--- src/rtl/nand_cpu_pkg.sv ---
// Shared CPU types: datapath width, register address width and the writeback queue entry.
package nand_cpu_pkg;

    localparam int DATA_WIDTH = 16;
    localparam int RF_AW      = $clog2(DATA_WIDTH);
    localparam int WB_DEPTH   = 4;

    typedef struct packed {
        logic                  wr;
        logic [RF_AW-1:0]      addr;
        logic [DATA_WIDTH-1:0] data;
        logic                  ps_wr;
        logic                  ps;
    } wb_entry_t;

endpackage

--- src/rtl/regfile_write_ifc.sv ---
// Register-file write port: one GPR write and one predicate/status write per cycle.
interface regfile_write_ifc;
    import nand_cpu_pkg::*;

    logic                  write;
    logic [DATA_WIDTH-1:0] rw;
    logic [RF_AW-1:0]      rw_addr;
    logic                  ps_write;
    logic                  ps;

    modport out  (output write, rw, rw_addr, ps_write, ps);
    modport sink (input  write, rw, rw_addr, ps_write, ps);
endinterface

--- src/rtl/wb_queue.sv ---
// In-order registered FIFO of writeback entries; exposes every slot and its age rank for lookups.
module wb_queue
    import nand_cpu_pkg::*;
#(
    parameter  int DEPTH = WB_DEPTH,
    localparam int PW    = $clog2(DEPTH),
    localparam int CW    = PW + 1
) (
    input  logic            clk,
    input  logic            rst,
    input  logic            push,
    input  wb_entry_t       push_entry,
    input  logic            pop,
    output logic [CW-1:0]   count,
    output wb_entry_t       head,
    output wb_entry_t       slots   [DEPTH],
    output logic [PW-1:0]   age_idx [DEPTH],
    output logic [DEPTH-1:0] age_vld
);

    localparam logic [CW-1:0] FULL = CW'(DEPTH);

    wb_entry_t     mem_q [DEPTH];
    wb_entry_t     mem_d [DEPTH];
    logic [PW-1:0] rd_ptr_q, rd_ptr_d;
    logic [PW-1:0] wr_ptr_q, wr_ptr_d;
    logic [CW-1:0] count_q, count_d;
    logic          do_pop;
    logic          do_push;

    // A full queue can still take a push when the head leaves in the same cycle.
    assign do_pop  = pop && (count_q != '0);
    assign do_push = push && ((count_q != FULL) || do_pop);

    always_comb begin
        mem_d    = mem_q;
        rd_ptr_d = rd_ptr_q;
        wr_ptr_d = wr_ptr_q;
        count_d  = count_q;
        if (do_push) begin
            mem_d[wr_ptr_q] = push_entry;
            wr_ptr_d        = wr_ptr_q + 1'b1;
        end
        if (do_pop) begin
            rd_ptr_d = rd_ptr_q + 1'b1;
        end
        case ({do_push, do_pop})
            2'b10:   count_d = count_q + 1'b1;
            2'b01:   count_d = count_q - 1'b1;
            default: count_d = count_q;
        endcase
    end

    always_ff @(posedge clk or posedge rst) begin
        if (rst) begin
            rd_ptr_q <= '0;
            wr_ptr_q <= '0;
            count_q  <= '0;
        end else begin
            rd_ptr_q <= rd_ptr_d;
            wr_ptr_q <= wr_ptr_d;
            count_q  <= count_d;
        end
    end

    // Payload storage is qualified by count, so it needs no reset.
    always_ff @(posedge clk) begin
        mem_q <= mem_d;
    end

    always_comb begin
        for (int i = 0; i < DEPTH; i++) begin
            age_idx[i] = rd_ptr_q + PW'(i);
            age_vld[i] = CW'(i) < count_q;
        end
    end

    assign count = count_q;
    assign head  = mem_q[rd_ptr_q];
    assign slots = mem_q;

endmodule

--- src/rtl/regfile_writeback.sv ---
// Writeback queue feeding the register file, with youngest-first forwarding of pending writes.
module regfile_writeback
    import nand_cpu_pkg::*;
#(
    parameter  int DEPTH = WB_DEPTH,
    parameter  int AW    = RF_AW,
    localparam int CW    = $clog2(DEPTH) + 1
) (
    input  logic                  clk,
    input  logic                  rst,
    input  logic                  in_valid,
    output logic                  in_ready,
    input  logic                  in_write,
    input  logic [DATA_WIDTH-1:0] in_rw,
    input  logic [AW-1:0]         in_rw_addr,
    input  logic                  in_ps_write,
    input  logic                  in_ps,
    input  logic                  hold,
    regfile_write_ifc.out         w,
    input  logic [AW-1:0]         rt_addr,
    output logic                  fwd_ra_hit,
    output logic [DATA_WIDTH-1:0] fwd_ra,
    output logic                  fwd_rt_hit,
    output logic [DATA_WIDTH-1:0] fwd_rt,
    output logic                  fwd_ps_hit,
    output logic                  fwd_ps,
    output logic                  empty,
    output logic [CW-1:0]         count
);

    localparam int PW = $clog2(DEPTH);

    wb_entry_t        push_entry;
    wb_entry_t        head;
    wb_entry_t        w_entry;
    wb_entry_t        scan;
    wb_entry_t        slots   [DEPTH];
    logic [PW-1:0]    age_idx [DEPTH];
    logic [DEPTH-1:0] age_vld;
    logic             push;
    logic             drain;

    assign in_ready = (count != CW'(DEPTH)) || !hold;
    assign drain    = (count != '0) && !hold;
    assign empty    = (count == '0);

    // Beats that write nothing are accepted but never occupy a slot.
    assign push = in_valid && in_ready && (in_write || in_ps_write);

    always_comb begin
        push_entry       = '0;
        push_entry.wr    = in_write;
        push_entry.addr  = in_rw_addr;
        push_entry.data  = in_rw;
        push_entry.ps_wr = in_ps_write;
        push_entry.ps    = in_ps;
    end

    wb_queue #(.DEPTH(DEPTH)) u_queue (
        .clk        (clk),
        .rst        (rst),
        .push       (push),
        .push_entry (push_entry),
        .pop        (drain),
        .count      (count),
        .head       (head),
        .slots      (slots),
        .age_idx    (age_idx),
        .age_vld    (age_vld)
    );

    assign w_entry    = drain ? head : '0;
    assign w.write    = w_entry.wr;
    assign w.rw       = w_entry.data;
    assign w.rw_addr  = w_entry.addr;
    assign w.ps_write = w_entry.ps_wr;
    assign w.ps       = w_entry.ps;

    // Walk oldest to youngest so the last match, the youngest, wins.
    always_comb begin
        scan       = '0;
        fwd_ra_hit = 1'b0;
        fwd_ra     = '0;
        fwd_rt_hit = 1'b0;
        fwd_rt     = '0;
        fwd_ps_hit = 1'b0;
        fwd_ps     = 1'b0;
        for (int i = 0; i < DEPTH; i++) begin
            scan = slots[age_idx[i]];
            if (age_vld[i]) begin
                if (scan.wr && (scan.addr == '0)) begin
                    fwd_ra_hit = 1'b1;
                    fwd_ra     = scan.data;
                end
                if (scan.wr && (scan.addr == rt_addr)) begin
                    fwd_rt_hit = 1'b1;
                    fwd_rt     = scan.data;
                end
                if (scan.ps_wr) begin
                    fwd_ps_hit = 1'b1;
                    fwd_ps     = scan.ps;
                end
            end
        end
    end

endmodule

--- src/flat_wrapper.sv ---
// flat-port wrapper written by rule: the top's interface ports become plain ports
module regfile_writeback_flat import nand_cpu_pkg::*;
#(
    parameter  int DEPTH = WB_DEPTH,
    parameter  int AW    = RF_AW,
    localparam int CW    = $clog2(DEPTH) + 1
)
  (clk, rst, in_valid, in_ready, in_write, in_rw, in_rw_addr, in_ps_write, in_ps, hold, rt_addr, fwd_ra_hit, fwd_ra, fwd_rt_hit, fwd_rt, fwd_ps_hit, fwd_ps, empty, count, w_write, w_rw, w_rw_addr, w_ps_write, w_ps);
  regfile_write_ifc w_i ();
  input  logic clk;
  input  logic rst;
  input  logic in_valid;
  output logic in_ready;
  input  logic in_write;
  input  logic [DATA_WIDTH-1:0] in_rw;
  input  logic [AW-1:0] in_rw_addr;
  input  logic in_ps_write;
  input  logic in_ps;
  input  logic hold;
  input  logic [AW-1:0] rt_addr;
  output logic fwd_ra_hit;
  output logic [DATA_WIDTH-1:0] fwd_ra;
  output logic fwd_rt_hit;
  output logic [DATA_WIDTH-1:0] fwd_rt;
  output logic fwd_ps_hit;
  output logic fwd_ps;
  output logic empty;
  output logic [CW-1:0] count;
  output wire logic [$bits(w_i.write)-1:0] w_write;
  output wire logic [$bits(w_i.rw)-1:0] w_rw;
  output wire logic [$bits(w_i.rw_addr)-1:0] w_rw_addr;
  output wire logic [$bits(w_i.ps_write)-1:0] w_ps_write;
  output wire logic [$bits(w_i.ps)-1:0] w_ps;
  assign w_write = w_i.write;
  assign w_rw = w_i.rw;
  assign w_rw_addr = w_i.rw_addr;
  assign w_ps_write = w_i.ps_write;
  assign w_ps = w_i.ps;
  regfile_writeback #(.DEPTH(DEPTH), .AW(AW)) u_core (.clk(clk), .rst(rst), .in_valid(in_valid), .in_ready(in_ready), .in_write(in_write), .in_rw(in_rw), .in_rw_addr(in_rw_addr), .in_ps_write(in_ps_write), .in_ps(in_ps), .hold(hold), .w(w_i), .rt_addr(rt_addr), .fwd_ra_hit(fwd_ra_hit), .fwd_ra(fwd_ra), .fwd_rt_hit(fwd_rt_hit), .fwd_rt(fwd_rt), .fwd_ps_hit(fwd_ps_hit), .fwd_ps(fwd_ps), .empty(empty), .count(count));
endmodule
--- config.mk ---
export PLATFORM = sky130hd
export DESIGN_NAME = regfile_writeback_flat
export DESIGN_NICKNAME = d
export VERILOG_FILES = /design/src/rtl/nand_cpu_pkg.sv /design/src/rtl/regfile_write_ifc.sv /design/src/rtl/wb_queue.sv /design/src/rtl/regfile_writeback.sv /design/src/flat_wrapper.sv
export SDC_FILE = /design/constraint.sdc
export NUM_CORES = 1
export LEC_CHECK = 0
export ABC_AREA = 1
export CORE_MARGIN = 5
export CORE_UTILIZATION = 58
export CTS_BUF_LIST = sky130_fd_sc_hd__clkbuf_4 sky130_fd_sc_hd__clkbuf_8 sky130_fd_sc_hd__clkbuf_16
export DETAILED_ROUTE_END_ITERATION = 6
export PLACE_DENSITY_LB_ADDON = 0.3
export SYNTH_ARGS = -nofsm -noshare
export SYNTH_HDL_FRONTEND = slang
export SYNTH_HIERARCHICAL = 1
export SYNTH_SLANG_ARGS = --single-unit
export TNS_END_PERCENT = 50
--- constraint.sdc ---
create_clock -name clk -period 3.1 [get_ports clk]
set_input_delay 0.62 -clock clk [delete_from_list [all_inputs] [get_ports clk]]
set_output_delay 0.62 -clock clk [all_outputs]
set_load 0.01 [all_outputs]
# Word-level counts from Yosys, hierarchy flattened
# Index checks and enable logic that the tools add are counted.
word_totals:
  elab_cells: 141
  in_bits: 31
  out_inout_bits: 64
  register_bits: 99
op_classes:
  mux: 65
  bitwise: 5
  n_lt_le_gt_ge: 10
  eq_ne: 7
  addsub: 6
  n_reduce_logical: 25
op_table:
  columns: ["operator", "n"]
  rows:
  - ["$mux W16", 16]
  - ["$mux W23", 10]
  - ["$bmux W23 S2", 4]
  - ["$bwmux W92", 1]
  - ["$demux W23 S2", 1]
  - ["$mux W1", 32]
  - ["$eq A4 B4 Y1", 4]
  - ["$logic_not A4 Y1", 4]
  - ["$ge A3 B3 Y1 const B", 5]
  - ["$not A2 Y3", 5]
  - ["$logic_and A1 B1 Y1", 14]
  - ["$lt A1 B3 Y1 const A", 2]
  - ["$lt A2 B3 Y1 const A", 2]
  - ["$pmux W3 S2", 1]
  - ["$add A2 B1 Y2 const B", 2]
  - ["$add A2 B2 Y2 const B", 2]
  - ["$add A3 B1 Y3 const B", 1]
  - ["$logic_not A3 Y1", 1]
  - ["$logic_or A1 B1 Y1", 3]
  - ["$lt A3 B1 Y1 const B", 1]
  - ["$ne A3 B3 Y1 const B", 1]
  - ["$reduce_bool A3 Y1", 1]
  - ["$sub A3 B1 Y3 const B", 1]
  - ["$eq A2 B1 Y1 const B", 1]
  - ["3 further kinds", 3]

# Logic depth before layout (Yosys ltp)
depth:
  ltp_word: 14
  mapped_depth: 18
  depth_no_buf: 16

# Hierarchy
# The synthesis kept the hierarchy.
by_module_without_submodules:
  columns: ["mod", "area_each_um2", "cells_each", "n_inst"]
  rows:
  - ["regfile_writeback", 4808.4, 1054, 1]
  - ["wb_queue", 3876.2, 293, 1]

# Worst setup path after synthesis
# Ideal clock, no wire load.
synth_timing:
  path_type: "flip-flop to output port"
  startpoint: "reg u_core.u_queue.rd_ptr_q[1]"
  endpoint: "out fwd_rt[2]"
  path_slack_ns: 0.171
  path_stages_with_launch: 18
  n_path_buf: 2
  arrival_time_ns: 2.309
  cell_sequence: "dfrtp_1 -> inv_2 -> nor2_4 -> nor2_1 -> inv_1 -> inv_2 -> buf_2 -> nand3_1 -> nand3_1 -> nand2_1 -> nor2_1 -> nand3_2 -> buf_2 -> nor2_1 -> nor2_1 -> nand2_1 -> nand2_1 -> nand2_1"
synth_rtl:
  columns: ["element", "line", "source"]
  rows:
  - ["from (decl)", "wb_queue.sv:25", "logic [PW-1:0] rd_ptr_q, rd_ptr_d;"]
  - ["from (signal assigned)", "wb_queue.sv:60", "rd_ptr_q <= rd_ptr_d;"]
  - ["to (decl)", "flat_wrapper.sv:24", "output logic [DATA_WIDTH-1:0] fwd_rt;"]

==> out/results.md <==
| Step | Result | Value |
| --- | --- | --- |
| sta | Highest achievable clock rate | 298.1 MHz |
| cells and area | Final std cell area, no fill | 11370 um2 |
| critical path | Worst setup EP type | output pin |
| cells and area | Final core utilization | 0.7793 |
| die | Chip Height | 132.4 um |
| outcome | Violations in the final reports | DRC, setup timing |
| synth | Register area share after synthesis | 0.3383 |
| detailed routing | Post-detailed-route count of antenna-violating nets | 0 |
| sta | Final-report max-slew violation count | 0 |
| placed design | Placed instance count | 1644 |
| cells and area | Syn-to-layout area delta | 30.92% |
| placed design | Post-DP Area | 10300 um2 |
| placed design | Routability cong. | 1.027 |
| hold path | Hold WC Path Type | in -> async |
| sta | Min setup slack post-route | -254.9 ps |
| cells and area | Most frequent cells in the layout | 371 x sky130_fd_sc_hd__nand2_1, 166 x sky130_fd_sc_hd__nor2_1, 159 x sky130_fd_sc_hd__o21ai_0 |
| synth | Number of nets in the synthesized netlist | 1387 |
| clock network | H-tree levels | 3 |
| detailed routing | Via density | 6.316 |
| grt | Wire length of the first global-routing pass | 47720 um |
| synth | Synthesized area per cell | 6.447 um2 |
| cells and area | Total Nets Final | 1548 |
| sta | Fraction of the cycle the final worst path needs | 1.082 |
| grt | Antenna violations before repair | 0 |
| clock network | TritonCTS clock tree | done |
| sta | Minimum clock period | 3355 ps |
| detailed routing | Overall via count from detail_route | 10720 |
| clock network | Clock Pin Slew Worst Setup and Hold Paths | 70 ps |
| cells and area | Fraction of final layout cells with drive strength greater than 1 | 0.2022 |
| grt | Pin count of the biggest net entering global routing | 40 |
| sta | # setup viols final | 51 |
| clock network | CTS root buffer | sky130_fd_sc_hd__clkbuf_16 |
| critical path | Crit path to | fwd_rt[15] |
| pwr | Leakage power of the design | 5.102 nW |
| grt | Total routing resource utilization after global routing | 0.3356 |
| die | Placement row count | 44 |
| critical path | End of the worst register-to-register path | u_core/u_queue/count[2]$_DFFE_PP0P_ |
| synth | EDFF count, synth | 92 |
| synth | Cells after synthesis | 1347 |
| clock network | CTS Buffer Depth | 2 |
| pwr | Power density relative to cell area | 1151 nW/um2 |
| run | Max_cap viols | 0 |
| sta | RSZ-0062 raised after global routing | yes |
| clock network | Num Clock Sinks | 99 |
| die | Die Footprint | 17520 um2 |
| detailed routing | Wirelength, routed | 33690 um |
| grt | Remaining Overflow, GRT | 0 |
| outcome | Outcome | complete, but fails checks |
| detailed routing | DR iter-0 viols | 2281 |
| placed design | Post-detail-place hpwl | 22070 um |
| die | Initial Utilization | 0.5953 |
| synth | Cell area after technology mapping | 8685 um2 |
| die | Total I/O pin count | 95 |
| sta | Number of hold-slack violations in the final timing report | 0 |
| critical path | CP max stage delay | 460 ps |
| synth | Post-synth top flop | sky130_fd_sc_hd__edfxtp_1 |
| grt | Via count of the first global-routing pass | 8779 |
| pwr | VDD IR max | 0.6873 mV |
| synth | Synth Warn # | 6 |
| critical path | Worst Path Required | 2480 ps |
| clock network | Number of buffers inserted for hold repair after clock tree synthesis | 0 |
| critical path | Ordered list of cells on the worst path | buf_6 -> nor2_4 -> nor2_4 -> inv_4 -> a21oi_2 -> o21ai_1 -> nand2_2 -> buf_6 -> buf_4 -> inv_2 -> nor2_4 -> nand3_4 -> clkbuf_16 -> nor2_4 -> nor2_1 -> nand2_1 -> nand2_1 -> nand2_1 -> buf_2 |
| clock network | Inserted Clock Buffers | 9 |
| sta | Setup skew after layout | 7.228 ps |
| critical path | Register-to-register setup slack | 850 ps |
| synth | Cell variety after synth | 40 |
| clock network | Latest clock arrival within the worst-skew pair | 350 ps |
| critical path | Critical Path Fanout Max | 5 |
| sta | Tightest Pin Transition | 500.2 ps |
| die | Die Wd | 132.4 um |
| detailed routing | Detailed-route DRC error count | 6 |
| synth | Register bit count reported by yosys | 99 |
| critical path | Kind of launch point of the worst setup path | flip-flop |
| critical path | Critical Setup Path Class | reg -> out |
| pwr | Power, Total | 13.09 mW |
| placed design | Port Buffers | 94 |
| synth | Post-synthesis async set-or-reset flop share | 0.07071 |
| critical path | Master of the slowest instance on the critical path | sky130_fd_sc_hd__dfrtp_2 |
| critical path | Critical path origin | u_core/u_queue/rd_ptr_q[0]$_DFFE_PP0P_ |
| cells and area | Leading cell type in the layout, fill and taps excluded | sky130_fd_sc_hd__nand2_1 |
| sta | Worst rel slew slack | 0.6665 |
| cells and area | Count of inserted antenna diode cells | 0 |
| die | Placeable Area | 14590 um2 |
| cells and area | Fin cells | 1697 |
| critical path | Worst Reg2Reg Path Length in Cells | 12 |
| detailed routing | DR WL/cell | 19.85 um |
| critical path | Reg-to-reg startpoint | u_core/u_queue/count[0]$_DFFE_PP0P_ |
| critical path | Most used cell, CP | sky130_fd_sc_hd__nor2_4 |
| critical path | Signal arrival time at the worst endpoint | 2730 ps |
| detailed routing | Number of iterations in the first detailed-routing pass | 7 |
-- state kept, by name, indices dropped and copies added (netlist names) --
| signal | count |
|---|---|
| u_core/u_queue/slots | 92 |
| u_core/u_queue/count | 3 |
| u_core/u_queue/rd_ptr_q | 2 |
| u_core/u_queue/wr_ptr_q | 2 |
-- cells by family after synthesis --
family / after synthesis / synth area share
flip-flops: 99 / 0.3383
AO/OA/AOI/OAI: 273 / 0.1704
buffers and inverters: 195 / 0.1019
AND/OR/NAND/NOR: 767 / 0.3724
XOR/XNOR: 4 / 0.004035
adder cells (fa/ha/maj): 9 / 0.01297
-- critical path: cells and delay by family (launching register included) --
family,cells,cell delay [ps]
simple gates,10,870
flops,1,460
compound gates,2,150
buf+inv,7,890
-- cell type report --
cell class | instances | area [um2]
Multi-Input combinational cell | 1054 | 5276
Sequential cell | 99 | 2940
Clock buffer | 9 | 225.2
Inverter | 108 | 432.9
Tap cell | 184 | 230.2
Clock inverter | 7 | 71.32
Fill cell | 1035 | 3219
Timing Repair Buffer | 236 | 2193
-- report_power, final --
part	leakage [nW]	internal (mW)	switching, mW
sequential	0.919	1.72	0.287
clock	0.139	0.568	0.522
combinational	4.04	3.88	6.12
total	5.10	6.16	6.93
-- how the worst min path moves through the flow --
stage                     slack (ps)                                    from                                      to
after global placement           520  u_core/u_queue/wr_ptr_q[1]$_DFFE_PP0P_  u_core/u_queue/wr_ptr_q[1]$_DFFE_PP0P_
after floorplan                  420                                     rst     u_core/u_queue/count[0]$_DFFE_PP0P_
after detailed placement         540  u_core/u_queue/wr_ptr_q[1]$_DFFE_PP0P_  u_core/u_queue/wr_ptr_q[1]$_DFFE_PP0P_
final                            520                                     rst  u_core/u_queue/rd_ptr_q[1]$_DFFE_PP0P_
after CTS                        520                                     rst  u_core/u_queue/rd_ptr_q[1]$_DFFE_PP0P_
after global routing             560                                     rst  u_core/u_queue/rd_ptr_q[1]$_DFFE_PP0P_
-- synthesized netlist by cell type, types with 2 or more instances --
master	instances	area [um2]
sky130_fd_sc_hd__nand3_1	120	600.6
sky130_fd_sc_hd__nor2_2	4	25.02
sky130_fd_sc_hd__inv_2	9	33.78
sky130_fd_sc_hd__a32oi_1	2	17.52
sky130_fd_sc_hd__o21ai_0	181	905.9
sky130_fd_sc_hd__nand2_1	393	1475
sky130_fd_sc_hd__o22a_1	15	131.4
sky130_fd_sc_hd__nand3_2	3	30.03
sky130_fd_sc_hd__o22ai_1	16	100.1
sky130_fd_sc_hd__buf_2	26	130.1
sky130_fd_sc_hd__inv_1	98	367.9
sky130_fd_sc_hd__nor2_1	194	728.2
sky130_fd_sc_hd__xor2_1	2	17.52
sky130_fd_sc_hd__dfrtp_1	7	175.2
sky130_fd_sc_hd__xnor2_1	2	17.52
sky130_fd_sc_hd__or2_2	2	12.51
sky130_fd_sc_hd__clkbuf_1	34	127.6
sky130_fd_sc_hd__nand4_1	26	162.7
sky130_fd_sc_hd__o211ai_1	6	45.04
sky130_fd_sc_hd__a21oi_1	47	235.2
sky130_fd_sc_hd__buf_6	8	90.09
sky130_fd_sc_hd__edfxtp_1	92	2763
sky130_fd_sc_hd__ha_1	9	112.6
sky130_fd_sc_hd__nor2_4	3	33.78
sky130_fd_sc_hd__buf_4	14	105.1
sky130_fd_sc_hd__or2_1	6	37.54
sky130_fd_sc_hd__nor3_4	3	48.80
sky130_fd_sc_hd__or2_0	7	43.79
sky130_fd_sc_hd__buf_1	3	11.26
sky130_fd_sc_hd__nand2_2	5	31.28
-- metrics by stage --
| stage | TNS, ps | setup slack [ps] | hold slack (ps) |
|---|---|---|---|
| 2_1_floorplan | 0 | 171.5 | 423.4 |
| 3_3_place_gp | -7943 | -294.4 | 516.0 |
| 3_5_place_dp | -8795 | -302.7 | 541.1 |
| 4_1_cts | -2431 | -169.2 | 523.7 |
| 5_1_grt | -13170 | -363.4 | 560.1 |
| 6_report | -7714 | -254.9 | 524.5 |
-- per-layer routing --
metal | track usage | up-vias | part of all wire
met5 | 0 | - | 0
met2 | 0.4897 | 981 | 0.43
met3 | 0.08626 | 141 | 0.17
met4 | 0.07014 | 0 | 0.035
li1 | - | 4795 | -
met1 | 0.5041 | 4802 | 0.37
-- timing repair --
action | CTS | global route
pin swaps | 10 | 52
endpoints found under the setup margin | 39 | 59
setup buffers | 15 | 15
gates cloned | 2 | 7
resized for setup | 177 | 136
Note: power is estimated with default switching activity, not from simulation.
